$ cat src/rtl/rvv_alu_seq_ctrl.sv
// Vector ALU sequencer: buffers decoded instructions, runs them one at a time on the wrapper,
// and returns in-order completions. Optional watchdog enabled by RVV_ALU_SEQ_WATCHDOG_EN.
module rvv_alu_seq_ctrl #(
    parameter int NB_LANES    = 1,
    parameter int QDEPTH_LOG2 = 1,
    parameter int TIMEOUT     = 1023
) (
    input  logic        clk,
    input  logic        resetn,
    input  logic        issue_valid,
    output logic        issue_ready,
    input  logic [5:0]  issue_opcode,
    input  logic        issue_mask,
    input  logic [4:0]  issue_vs1_index,
    input  logic [2:0]  issue_vsew,
    input  logic [2:0]  issue_op_type,
    input  logic [16:0] issue_vl,
    output logic [5:0]  alu_opcode,
    output logic        alu_instr_mask,
    output logic [4:0]  alu_vs1_index,
    output logic [2:0]  alu_vsew,
    output logic [2:0]  alu_op_type,
    output logic [16:0] alu_vl,
    output logic [16:0] alu_arith_remaining,
    output logic        alu_run,
    input  logic        alu_done,
    input  logic        alu_instr_valid,
    output logic        cmpl_valid,
    input  logic        cmpl_ready,
    output logic        cmpl_illegal,
    output logic        cmpl_timeout,
    output logic [5:0]  cmpl_opcode,
    output logic        busy
);
    typedef struct packed {
        logic [5:0]  opcode;
        logic        mask;
        logic [4:0]  vs1;
        logic [2:0]  vsew;
        logic [2:0]  op_type;
        logic [16:0] vl;
    } req_t;

    typedef enum logic [1:0] {IDLE, LOAD, RUN, RESP} state_t;

    localparam int                   DEPTH   = 1 << QDEPTH_LOG2;
    localparam logic [QDEPTH_LOG2:0] DEPTH_C = (QDEPTH_LOG2 + 1)'(DEPTH);
    localparam logic [QDEPTH_LOG2:0] CNT_ONE = (QDEPTH_LOG2 + 1)'(1);
    localparam logic [QDEPTH_LOG2-1:0] PTR_ONE = QDEPTH_LOG2'(1);
    localparam logic [16:0]          LANES   = 17'(1 << NB_LANES);

    req_t                   fifo_q [DEPTH];
    req_t                   issue_req, head, cfg_q;
    logic [QDEPTH_LOG2-1:0] rd_ptr, wr_ptr;
    logic [QDEPTH_LOG2:0]   count;
    logic                   full, empty, push, pop;
    state_t                 state_q, state_d;
    logic [16:0]            remaining_q;
    logic                   first_q, ill_q, ill_set;

    assign issue_req = {issue_opcode, issue_mask, issue_vs1_index, issue_vsew, issue_op_type, issue_vl};
    assign full      = (count == DEPTH_C);
    assign empty     = (count == '0);
    assign push      = issue_valid && !full;
    assign pop       = (state_q == IDLE) && !empty;
    assign head      = fifo_q[rd_ptr];

    always_ff @(posedge clk) begin
        if (push) fifo_q[wr_ptr] <= issue_req;
    end

    always_ff @(posedge clk or negedge resetn) begin
        if (!resetn) begin
            rd_ptr <= '0;
            wr_ptr <= '0;
            count  <= '0;
        end else begin
            if (push) wr_ptr <= wr_ptr + PTR_ONE;
            if (pop)  rd_ptr <= rd_ptr + PTR_ONE;
            if (push && !pop)      count <= count + CNT_ONE;
            else if (pop && !push) count <= count - CNT_ONE;
        end
    end

`ifdef RVV_ALU_SEQ_WATCHDOG_EN
    localparam logic [9:0] WD_LAST = 10'(TIMEOUT - 1);
    logic [9:0] wd_q;
    logic       to_q, to_set;
`endif

    always_comb begin
        state_d = state_q;
        ill_set = 1'b0;
`ifdef RVV_ALU_SEQ_WATCHDOG_EN
        to_set  = 1'b0;
`endif
        case (state_q)
            IDLE: if (!empty) state_d = LOAD;
            LOAD: state_d = (cfg_q.vl == '0) ? RESP : RUN;
            RUN: begin
                // illegal is only judged on the first RUN cycle; done beats the watchdog
                if (first_q && !alu_instr_valid) begin
                    state_d = RESP;
                    ill_set = 1'b1;
                end else if (alu_done) begin
                    state_d = RESP;
                end
`ifdef RVV_ALU_SEQ_WATCHDOG_EN
                else if (wd_q == WD_LAST) begin
                    state_d = RESP;
                    to_set  = 1'b1;
                end
`endif
            end
            RESP: if (cmpl_ready) state_d = IDLE;
            default: state_d = IDLE;
        endcase
    end

    always_ff @(posedge clk or negedge resetn) begin
        if (!resetn) begin
            state_q     <= IDLE;
            cfg_q       <= '0;
            remaining_q <= '0;
            first_q     <= 1'b0;
            ill_q       <= 1'b0;
        end else begin
            state_q <= state_d;
            first_q <= (state_q == LOAD);
            if (pop) begin
                cfg_q       <= head;
                remaining_q <= (head.vl < LANES) ? head.vl : LANES;
            end
            if (state_q == IDLE) ill_q <= 1'b0;
            else if (ill_set)    ill_q <= 1'b1;
        end
    end

`ifdef RVV_ALU_SEQ_WATCHDOG_EN
    always_ff @(posedge clk or negedge resetn) begin
        if (!resetn) begin
            wd_q <= '0;
            to_q <= 1'b0;
        end else begin
            wd_q <= (state_q == RUN) ? wd_q + 10'd1 : '0;
            if (state_q == IDLE) to_q <= 1'b0;
            else if (to_set)     to_q <= 1'b1;
        end
    end
    assign cmpl_timeout = cmpl_valid && to_q;
`else
    assign cmpl_timeout = 1'b0;
`endif

    assign issue_ready         = !full;
    assign alu_opcode          = cfg_q.opcode;
    assign alu_instr_mask      = cfg_q.mask;
    assign alu_vs1_index       = cfg_q.vs1;
    assign alu_vsew            = cfg_q.vsew;
    assign alu_op_type         = cfg_q.op_type;
    assign alu_vl              = cfg_q.vl;
    assign alu_arith_remaining = remaining_q;
    assign alu_run             = (state_q == RUN);
    assign cmpl_valid          = (state_q == RESP);
    assign cmpl_illegal        = cmpl_valid && ill_q;
    assign cmpl_opcode         = cfg_q.opcode;
    assign busy                = !empty || (state_q != IDLE);
endmodule

$ cat config.mk
export PLATFORM = sky130hd
export DESIGN_NAME = rvv_alu_seq_ctrl
export DESIGN_NICKNAME = d
export VERILOG_FILES = /design/src/rtl/rvv_alu_seq_ctrl.sv
export SDC_FILE = /design/constraint.sdc
export NUM_CORES = 1
export LEC_CHECK = 0
export BUFFER_PORTS_ARGS = -buffer_cell sky130_fd_sc_hd__buf_2
export CORE_MARGIN = 8
export CORE_UTILIZATION = 47
export CTS_BUF_LIST = sky130_fd_sc_hd__clkbuf_16
export CTS_CLUSTER_SIZE = 16
export DETAILED_ROUTE_END_ITERATION = 6
export PLACE_DENSITY = 0.7
export SYNTH_ARGS = -nofsm -noshare
export SYNTH_HDL_FRONTEND = slang
export SYNTH_SLANG_ARGS = --single-unit
export TNS_END_PERCENT = 10
$ cat constraint.sdc
create_clock -name clk -period 3.5 [get_ports clk]
set_input_delay 0.525 -clock clk [delete_from_list [all_inputs] [get_ports clk]]
set_output_delay 0.525 -clock clk [all_outputs]
set_load 0.02 [all_outputs]
; Word-level counts from Yosys, hierarchy flattened
; Memories as Yosys holds them, arrays and structs flattened.
; Index checks and enable logic that the tools add are counted.
[totals]
register_bits = 60
ramBits = 70
input_bits = 41
output_inout_bits = 64
elab_cells = 60
mem_count = 1
[classes]
addsub = 4
order_cmp = 1
eq_ne = 7
n_mux = 15
reduce_logical = 19
[mem_list]
columns = name, words, width, rd, rd_ports_with_merged_regs, write_ports, line_no
row1 = fifo_q, 2, 35, 1, 0, 1, 52  ; req_t fifo_q [DEPTH];
[ops]
columns = operator, count
row1 = 17-bit zero test, 1
row2 = 17-bit by 2-bit < comparator with 1-bit output (second input constant), 1
row3 = 17-bit two-way mux, 1
row4 = 2-bit two-way mux, 6
row5 = 2-bit case mux with 4 select lines, 1
row6 = 1-bit two-way mux, 7
row7 = 2-bit equality test (second input constant), 3
row8 = 1-bit logical AND, 6
row9 = 2-bit nonzero test, 3
row10 = 1-bit zero test, 5
row11 = 2-bit zero test, 2
row12 = 3-bit by 1-bit != test with 1-bit output (second input constant), 1
row13 = 3-bit AND reduction, 1
row14 = 1-bit adder (second input constant), 2
row15 = 2-bit by 1-bit adder with 2-bit output (second input constant), 1
row16 = 2-bit by 1-bit equality test with 1-bit output (second input constant), 1
row17 = 2-bit by 1-bit != test with 1-bit output (second input constant), 1
row18 = 2-bit != test (second input constant), 1
row19 = 2-bit by 1-bit subtractor with 2-bit output (second input constant), 1
row20 = 1-bit logical OR, 1

; Longest topological paths before layout
[depth]
depth_word = 7
depth_mapped = 10
ltp_nobuf = 9

; Worst setup path before layout
; Ideal clock, no wire load.
[synth_timing]
path_kind = flip-flop to flip-flop
start = register count[0]
end = memory fifo_q[0][0] in the netlist's numbering (enable)
setup_ps = 427
arrival_ps = 2285
slack_ps = 788
stages_incl_launch_ff = 4
path_buffers = 0
synth_period_minus_slack_ps = 2712
path_cell_list = dfrtp_1 nand2b_1 nand2_1 nor2_1
[synth_via]
elab_chain_cells = 5
[synth_rtl]
columns = item, line_no
row1 = "start, declared", 55  ; logic [QDEPTH_LOG2:0] count;
row2 = "start signal, assigned", 80  ; if (push && !pop) count <= count + CNT_ONE;
row3 = "start signal, assigned", 81  ; else if (pop && !push) count <= count - CNT_ONE;
row4 = 2-bit equality test, 62  ; assign full = (count == DEPTH_C);
row5 = 1-bit zero test, --
row6 = via issue_ready, 11  ; output logic issue_ready,
row7 = 1-bit logical AND, 64  ; assign push = issue_valid && !full;
row8 = 1-bit two-way mux, 69  ; if (push) fifo_q[wr_ptr] <= issue_req;
row9 = 1-bit two-way mux (implied by the code), 69
row10 = "end, declared", 52
; The timed path passes the listed nets, and every way through them passes these cells.

; Worst setup path after layout
[layout_timing]
start = register state_q[0]
end = register count[1]
[layout_via]
elab_chain_cells = 5
elab_cells_between_ends = 7
classes_between = mux (1) / reduce/logical (6)
[layout_rtl]
columns = item, line_no
row1 = "start, declared", 57  ; state_t state_q, state_d;
row2 = "start signal, assigned", 128  ; state_q <= state_d;
row3 = 2-bit zero test (*), 65  ; assign pop = (state_q == IDLE) && !empty;
row4 = 1-bit logical AND (*), 65
row5 = 1-bit zero test, 80
row6 = 1-bit logical AND, 80
row7 = 2-bit two-way mux or 2-bit nonzero test (tied branches), --
; Every way passes the cells marked *; elsewhere a longest branch is shown, timed or not.
; A chain may end at the register's enable or synchronous reset.

==> summary.txt <==
RSZ-0062 raised after global routing -> no
Mapped Cells -> 332
number of remaining DRC errors -> 0
Vias/cell -> 4.91
Initial Util -> 47.9%
top-count cell post-synth -> edfxtp_1
post-route cell area -> 6110 µm²
CP arrival -> 2600 ps
post-route clock period utilization -> 64.9%
Max Cap Violations -> 0
DR iter-0 viols -> 137
Setup crit start kind -> register
Bufs and invs on worst path -> 3
post-route ant nets -> 0
Tightest Hold Check Type -> in2async
fin crit period -> 2270 ps
CTS tree -> yes
first-pass GRT wire length -> 15.8 mm
DRT Wirelength -> 9.62 mm
Slew @ Worst Pin -> 1040 ps
full die area -> 13900 µm²
largest net degree at the start of global routing -> 51
Util after Layout -> 60.0%
placed wire-length estimate -> 6.73 mm
post-synth cell types -> 35
final setup TNS -> 0 ps
top_reg_cell synth -> edfxtp_1
Post-CTS Setup Inserts -> 0
worst flop-to-flop path startpoint -> state_q[0]
final setup vio count -> 0
PostCTS Resize Cnt -> 0
#FFs+latches synth -> 130
Cell Area, Synth -> 4880 µm²
status -> finished clean
fraction of registers with async set/reset -> 46.2%
clock buffer count from CTS -> 17
Seq/Total Area, Yosys -> 73.9%
worst vdd ir -> 0.453 mV
Core Rows -> 37
Syn Area/Cell -> 14.7 µm²
dominant cell type by area after synthesis -> edfxtp_1
Placed Area -> 5490 µm²
Critical Path Sink Type -> register
nets -> 484
Hold Buf Count CTS -> 0
GRT overflow -> 0
WP data required -> 3820 ps
Yosys top cell area share -> 43.1%
root buf cell -> clkbuf_16
pre-CTS WS -> 1230 ps
Worst Skew -> 8.14 ps
DR WL/cell -> 16.4 µm
worst setup path start -> state_q[0]
Slew headroom -> 30.6%
YS warnings -> 0
Post-synth EDFFs -> 70
CTS Sinks -> 130
GRT Util Overall -> 14.4%
crit-path max cell delay -> 530 ps
number of global-route vias before repair -> 3165
hold_ws -> 147 ps
cells taking the most area after synthesis -> edfxtp_1 (43%), dfrtp_1 (31%), mux2i_1 (7.2%), nand2_1 (3.0%), o21ai_0 (3.0%)
P_leak -> 2.72 nW
vias -> 2883
Top delay family on crit path -> buffers and inverters
Slew Viols, Final -> 0
Mapped Nets -> 378
First-pass DRT Iterations -> 4
Cell Pwr Density -> 959 nW/µm²
Slowest cell on crit path -> inv_2
leading post-synthesis cells by instance count -> edfxtp_1 (70), dfrtp_1 (60), nand2_1 (39)
layout cells sized above 1 -> 31.7%
worst-path maximum fanout -> 50
Setup WS post-layout -> 1230 ps
Hold Vio Cnt, Final -> 0
H-tree Lvls -> 4
critical path type -> reg2reg
die width -> 118 µm
Routability Congestion -> 0.843
diode count -> 0
clock latency on the worst-skew pair -> 400 ps
port bufs -> 103
clock tree buffer depth -> 2
Reg clk slew, reported paths -> 50 ps
FMAX -> 440 MHz
I/O Pins -> 105
Core ar. -> 10200 µm²
critical path cell sequence -> inv_1 -> ha_1 -> inv_1 -> nor2_2 -> inv_2 -> ha_1 -> nor2_1 -> xor2_1
antenna violations before repair -> 1
Synth-to-Final Area Change -> 25.2%
Die Ht -> 118 µm
-- worst reg2reg max path, cell delays in order (launching register included) --
cell,delay [ps]
dfrtp_1,420
inv_1,110
ha_1,250
inv_1,130
nor2_2,70
inv_2,530
ha_1,400
nor2_1,150
xor2_1,150
-- kinds of logic (layout without fill, tap and decap cells) --
logic type / after synthesis / in the layout / synth area share [%]
compound gates: 44 / 44 / 5.03
other cells: 1 / 1 / 0.0769
xor+xnor: 5 / 5 / 0.898
flops: 130 / 130 / 73.9
buf+inv: 26 / 145 / 2.80
mux: 35 / 35 / 7.18
simple gates: 86 / 86 / 8.85
fa+ha+maj: 5 / 5 / 1.28
-- layout by cell type, fill, tap and decap left out, types with 4 or more instances in the layout --
cell | Yosys | layout
and2_1 | 16 | 16
buf_2 | 7 | 103
buf_4 | 8 | 4
bufinv_16 | 0 | 4
clkbuf_16 | 0 | 17
clkinv_1 | 0 | 4
clkinvlp_4 | 0 | 4
dfrtp_1 | 60 | 59
edfxtp_1 | 70 | 70
ha_1 | 5 | 5
inv_1 | 5 | 5
mux2i_1 | 35 | 35
nand2_1 | 39 | 39
nor2_1 | 8 | 7
nor4_1 | 6 | 6
o21ai_0 | 29 | 29
o21ai_1 | 8 | 8
-- final timing paths --
path | to | slack [ps] | cells after the start
max | count[1] | 1230 | 8
min | count[1] | 150 | 1
max reg2reg | count[1] | 1230 | 8
min reg2reg | alu_arith_remaining[3] | 480 | 1
max in group asynchronous | alu_vsew[2] | 2390 | 3
min in group clk | fifo_q[1][21] | 310 | 1
-- routing by layer --
layer | vias up | track usage [%] | routed length [µm]
li1 | 1398 | - | -
met1 | 1373 | 17.6 | 4370
met2 | 97 | 22.5 | 4470
met3 | 13 | 5.85 | 656
met4 | 2 | 5.52 | 118
met5 | - | 0 | 10
-- layout make-up --
cell class | instances | area [µm²]
clock inverter | 15 | 191
multi-input combinational | 176 | 1150
clock buffer | 17 | 425
timing repair buffer | 107 | 546
inverter | 6 | 22.5
sequential | 130 | 3600
fill | 813 | 4080
tap | 136 | 170
-- flip-flops by register name, indices dropped and copies added, names as in the netlist --
register	count
rd_ptr	1
ill_q	1
alu_instr_mask	1
first_q	1
alu_op_type	3
state_q	2
alu_opcode	6
alu_vsew	3
alu_vs1_index	5
alu_arith_remaining	17
wr_ptr	1
fifo_q	70
alu_vl	17
count	2
-- metrics by stage --
stage,std cells,power [mW]
floorplan,332,3.58
global placement,555,4.05
detailed placement,555,4.12
CTS,587,5.93
global route,587,6.20
finish,587,5.86
-- power breakdown --
part	switching [mW]	total [mW]	internal, mW
registers	0.323	2.43	2.10
logic	1.06	1.63	0.576
clock network	0.612	1.80	1.18
(Power assumes the default switching activity.)
